File: src/rtl/dmem_write_buffer.sv
// dmem_write_buffer: posted-write FIFO between the data cache and data memory.
// Cache writes are acked in one cycle and drained to memory in the background.
// Reads hit in the buffer (youngest matching entry) or wait for a full drain.
module dmem_write_buffer #(
   parameter int DEPTH  = 4,
   parameter int ADDR_W = 12,
   parameter int DATA_W = 32
) (
   input  logic              clk,
   input  logic              reset,
   input  logic              c_read_req,
   input  logic              c_write_req,
   input  logic [ADDR_W-1:0] c_addr,
   input  logic [DATA_W-1:0] c_write_data,
   output logic [DATA_W-1:0] c_read_data,
   output logic              c_read_valid,
   output logic              c_write_back_valid,
   output logic              m_read_req,
   output logic              m_write_req,
   output logic [ADDR_W-1:0] m_addr,
   output logic [DATA_W-1:0] m_write_data,
   input  logic [DATA_W-1:0] m_read_data,
   input  logic              m_read_valid,
   input  logic              m_write_back_valid,
   output logic              wb_empty
);

   localparam int PW = $clog2(DEPTH);

   typedef enum logic [1:0] {M_IDLE, M_WRITE, M_READ} mstate_t;

   logic [ADDR_W-1:0] addr_q [DEPTH];
   logic [DATA_W-1:0] data_q [DEPTH];
   logic [PW-1:0]     wr_ptr, rd_ptr;
   logic [PW:0]       count, count_nxt;
   mstate_t           state, state_nxt;
   logic [ADDR_W-1:0] read_addr;
   logic              enq, pop, rd_pend, hit, fwd_hit;
   logic [DATA_W-1:0] fwd_data;

   // The ack cycle masks the still-high request; fullness uses the registered count.
   assign enq     = c_write_req && (count < (PW+1)'(DEPTH)) && !c_write_back_valid;
   assign pop     = (state == M_WRITE) && m_write_back_valid;
   assign rd_pend = c_read_req && !c_read_valid && !c_write_req;
   // No forwarding while a memory read is in flight, so only one completion can occur.
   assign fwd_hit = rd_pend && hit && (state != M_READ);

   // CAM over valid entries, oldest to youngest, so the last match is the youngest.
   always_comb begin
      logic [PW-1:0] idx;
      hit      = 1'b0;
      fwd_data = '0;
      idx      = '0;
      for (int i = 0; i < DEPTH; i++) begin
         idx = rd_ptr + PW'(i);
         if (((PW+1)'(i) < count) && (addr_q[idx] == c_addr)) begin
            hit      = 1'b1;
            fwd_data = data_q[idx];
         end
      end
   end

   // Memory FSM next state: draining always beats a read miss.
   always_comb begin
      state_nxt = state;
      count_nxt = count + (PW+1)'(enq) - (PW+1)'(pop);
      case (state)
         M_IDLE: begin
            if (count != '0)           state_nxt = M_WRITE;
            else if (rd_pend && !hit)  state_nxt = M_READ;
         end
         M_WRITE: if (m_write_back_valid) state_nxt = M_IDLE;
         M_READ:  if (m_read_valid)       state_nxt = M_IDLE;
         default: state_nxt = M_IDLE;
      endcase
   end

   // Memory-side request outputs follow the state; address/data stable while requesting.
   always_comb begin
      m_write_req  = (state == M_WRITE);
      m_read_req   = (state == M_READ);
      m_addr       = '0;
      m_write_data = '0;
      if (state == M_WRITE) begin
         m_addr       = addr_q[rd_ptr];
         m_write_data = data_q[rd_ptr];
      end else if (state == M_READ) begin
         m_addr = read_addr;
      end
   end

   // FIFO storage; contents need no reset since count gates every use.
   always_ff @(posedge clk) begin
      if (enq) begin
         addr_q[wr_ptr] <= c_addr;
         data_q[wr_ptr] <= c_write_data;
      end
   end

   // Control state, pointers and registered cache-side responses.
   always_ff @(posedge clk) begin
      if (reset) begin
         wr_ptr             <= '0;
         rd_ptr             <= '0;
         count              <= '0;
         state              <= M_IDLE;
         read_addr          <= '0;
         c_read_data        <= '0;
         c_read_valid       <= 1'b0;
         c_write_back_valid <= 1'b0;
         wb_empty           <= 1'b1;
      end else begin
         state              <= state_nxt;
         count              <= count_nxt;
         c_write_back_valid <= enq;
         wb_empty           <= (count_nxt == '0) && (state_nxt == M_IDLE);
         if (enq) wr_ptr <= wr_ptr + 1'b1;
         if (pop) rd_ptr <= rd_ptr + 1'b1;
         if (state == M_IDLE && state_nxt == M_READ) read_addr <= c_addr;
         c_read_valid <= 1'b0;
         if (fwd_hit) begin
            c_read_valid <= 1'b1;
            c_read_data  <= fwd_data;
         end else if (state == M_READ && m_read_valid) begin
            c_read_valid <= 1'b1;
            c_read_data  <= m_read_data;
         end
      end
   end

endmodule
File: config.mk
export PLATFORM = sky130hd
export DESIGN_NAME = dmem_write_buffer
export DESIGN_NICKNAME = d
export VERILOG_FILES = /design/src/rtl/dmem_write_buffer.sv
export SDC_FILE = /design/constraint.sdc
export NUM_CORES = 1
export LEC_CHECK = 0
export ABC_AREA = 1
export BUFFER_PORTS_ARGS = -buffer_cell sky130_fd_sc_hd__clkbuf_2
export CORE_MARGIN = 2
export CORE_UTILIZATION = 65
export DETAILED_ROUTE_END_ITERATION = 8
export PLACE_DENSITY = 0.87
export SLEW_MARGIN = 10
export SYNTH_ARGS = -nofsm -noshare
export SYNTH_HDL_FRONTEND = slang
export SYNTH_SLANG_ARGS = --single-unit
export TNS_END_PERCENT = 5
File: constraint.sdc
create_clock -name clk -period 4.7 [get_ports clk]
set_input_delay 0.47 -clock clk [delete_from_list [all_inputs] [get_ports clk]]
set_output_delay 0.47 -clock clk [all_outputs]
set_load 0.005 [all_outputs]
==> key figures <==
Die
  • I/O Pins: 163
  • Die Span X: 158 um
  • Die area: around 0.025 mm^2
  • Core outline area: between 0.02 and 0.025 mm^2
  • Vert. Die Dim: 158 um
  • # rows: 56
  • Starting Density: 66.0%

Placement
  • Placed Cells: between 2000 and 3000
  • Gpl congestion: 0.969
  • Dpl hpwl: around 30000 um
  • Port Buffers: 162

Detailed routing
  • DRC: 0
  • DRT iter0 DRCs: between 2000 and 2500
  • Routed wire length: 48800 um
  • Pre-Repair DR Iteration Count: 6
  • Routed wire per std cell: 17.9 um
  • Vias/cell: just under 6
  • ANT nets after route: 0
  • DR vias: about 16000

STA
  • Max transition margin: 23.8%
  • Final Hold Vio Count: 0
  • Sum Neg Setup Slack: 0 ns
  • Worst-Margin Slew: about 1.1 ns
  • Final cycle utilization of the critical path: 80.7%
  • Max Slew Vio Count: 0
  • Fmax: 264 MHz
  • Unrepaired setup endpoints after global routing: false
  • Tmin final: 3.79 ns
  • Layout Skew: 0.0208 ns
  • Final setup viols: 0

Pwr
  • Switch share: slightly above 40%
  • Sequential power share: 32.5%
  • Worst VDD drop: 0.478 mV
  • Combinational power share: 40.4%
  • Clock share of power: 27.1%
  • Sw power: 3.25 mW
  • Static leakage: 8.51 nW
  • Cell Pwr Density: 463 mW/mm^2
  • Int Pwr: between 4 and 5 mW

Logic synthesis
  • Compound-Gate Fraction of Synth Area: 12.9%
  • Mapped Nets: 2400
  • Synth top area cells: edfxtp_1 (34%), nand2_1 (26%), dfxtp_1 (7.5%)
  • Synth cell types: 37
  • Largest family of logic cells by synthesized area: simple AND/OR/NAND/NOR gates
  • Adder-cell share of the synthesized area: 0.780%
  • Post-synthesis sequential element count: 234
  • Largest area contributor in the netlist: edfxtp_1
  • Mapped Cells: 2309
  • Post-synth EDFFs: 176
  • Share of the synthesized area in the top cell type: 34.3%
  • Mapped cell area: 0.0154 mm^2
  • Ys Warns: 0
  • Main synth FF type: edfxtp_1
  • Most common cell in the netlist: nand2_1
  • Synth top cells by count: nand2_1 (1047), inv_1 (210), o21ai_0 (184)
  • Fraction of synthesized cell area in xor and xnor cells: less than 1%
  • Post-synthesis simple-gate area fraction: 34.9%
  • Mapped Avg Cell Area: 6.67 um^2
  • Mux share of post-synthesis cell area: 0%
  • Seq/Total Area, Yosys: 41.9%
  • Async S/R FF share, synth: 0%

Worst setup path
  • Max stage delay on crit path: 0.80 ns
  • Crit-path slowest cell: buf_4
  • Crit-path max FO: a little under 100
  • Cells along the critical path: buf_4 -> o21ai_0 -> nand2_1 -> nand2_1 -> nand2_1 -> nand2_1 -> nand2_1 -> nor2_1 -> nand2_1 -> nor2_2 -> nor2_1 -> nand2_2 -> nand3_4 -> buf_4 -> o21ai_0 -> a21oi_1
  • CP Launch Point: rd_ptr[0]$_SDFFE_PP0P_
  • Crit path kind: flop to flop
  • R2r startpoint: rd_ptr[0]$_SDFFE_PP0P_
  • Worst r2r dst: c_read_data[11]$_SDFFE_PP0P_
  • Worst Reg-to-Reg Cells: 16
  • Crit path DAT: approximately 4.3 ns
  • Kind of end point of the critical path: flop
  • Worst Path Required: ~5.2 ns
  • Reg2Reg Setup Slack: 0.91 ns
  • Most Frequent Cell on Critical Path: nand2_1
  • CP delay by family, top: buffers and inverters
  • Worst Path Buf+Inv: 2
  • Startpoint types: flop

Clock tree
  • CTS resizes: 0
  • Cts hold-fix bufs: 0
  • Post-CTS setup buffers: 0
  • Total CTS buffers: 26
  • # clock sinks: 234
  • # H-tree levels: 1
  • Maximum clock insertion buffer count: 3
  • Worst-Skew Late Latency: 0.57 ns
  • CTS tree: built
  • CTS clock-pin slew for the worst setup and hold paths: 0.06 ns
  • Root Driver: clkbuf_16

Layout
  • Share of cells above drive strength 1: 10.7%
  • Fin nets: ~2500
  • ANT cells: 0
  • Non-filler cells, final: around 2700
  • Layout overhead on the synthesized area: 11.6%
  • Multi-input logic area: approximately 0.0076 mm^2
  • Fill cells: around 1800
  • Register area: 0.00645 mm^2

GRT
  • GRT Residual Overflow: 0
  • Vias in the first global route: about 15000
  • Largest net degree at the start of global routing: 98
  • GRT Overall Usage: between 30% and 40%
  • Initial antenna violation count: 0
  • First-pass GRT wire length: 75700 um

Hold path
  • Class of the worst hold path: input pin to flop
  • Hold Path Depth: 1
  • WHS Endpoint: data_q[1][13]$_DFFE_PP_
  • Hold_sp: c_write_data[13]

Flow run
  • Max-cap violations: 0

Outcome
  • Status: finished clean
## per-layer routing
layer	track usage, %	share of wire [%]	wire [um]	up-vias
met5	0	0	0	-
met4	19.7	4.6	2250	0
met3	8.65	13	6510	212
met2	61.4	45	22100	1159
met1	49.5	37	17900	7275
li1	-	-	-	7608
## placed cells by master, fill, tap and decap left out, types with 3 or more instances in the layout
cell type,count
inv_1,209
edfxtp_1,176
xor2_1,3
clkbuf_16,26
inv_2,5
nor2_2,4
bufinv_16,4
a221oi_1,31
nand3b_1,4
nor2_1,140
buf_4,35
nand2_4,3
o21ai_0,184
a21oi_1,84
nand3_1,147
a32oi_1,32
clkbuf_8,4
clkbuf_1,6
o21ai_1,10
nor2_4,4
ha_1,8
clkinv_1,3
nand2_1,1046
clkbuf_2,162
dfxtp_1,56
nand2_2,3
nor3_1,3
## metrics by stage
stage	hold slack (ns)	cell area (um^2)	utilization, %	setup WS [ns]	total power [mW]
3_5_place_dp	0.525	16300	69.8	1.10	5.71
5_1_grt	0.119	17200	73.7	0.617	8.39
3_3_place_gp	0.508	16300	69.8	1.27	5.62
2_1_floorplan	0.490	15400	-	1.66	4.78
6_report	0.116	17200	73.7	0.908	7.96
4_1_cts	0.110	17200	73.7	1.06	7.85
## power by group through the flow
stage                     registers, mW  logic, mW  clock network, mW
after floorplan                    2.59       2.19                  0
after global placement             2.61       3.01                  0
after detailed placement           2.62       3.09                  0
after CTS                          2.58       3.11               2.16
after global routing               2.61       3.55               2.23
final                              2.59       3.22               2.16
## flip-flops by register name, indices dropped and copies added, names as in the netlist, named ones only
signal / cells
state: 2
read_addr: 12
c_read_data: 32
count: 3
c_write_back_valid: 1
wb_empty: 1
wr_ptr: 2
rd_ptr: 2
addr_q: 48
data_q: 128
c_read_valid: 1
## logic make-up after synthesis
| family | count (synthesis) |
|---|---|
| AO/OA/AOI/OAI | 346 |
| buffers and inverters | 355 |
| adder cells (fa/ha/maj) | 9 |
| flip-flops | 234 |
| XOR/XNOR | 4 |
| AND/OR/NAND/NOR | 1361 |
## how the worst max path moves through the flow
stage,end,slack [ns],depth (start not counted)
floorplan,addr_q[0][0]$_DFFE_PP_,1.66,2
global placement,c_read_data[21]$_SDFFE_PP0P_,1.27,16
detailed placement,c_read_data[31]$_SDFFE_PP0P_,1.10,16
CTS,c_read_data[7]$_SDFFE_PP0P_,1.06,17
global route,c_read_data[29]$_SDFFE_PP0P_,0.62,16
finish,c_read_data[11]$_SDFFE_PP0P_,0.91,16
## final cells by class
class	count	share of cell area (%)
Inverter	215	4.69
Sequential cell	234	37.5
Clock buffer	36	4.24
Tap cell	319	2.32
Clock inverter	10	1.02
Multi-Input combinational cell	1720	44.0
Timing Repair Buffer	197	6.25
No activity file was read; power rests on OpenSTA's default activity.
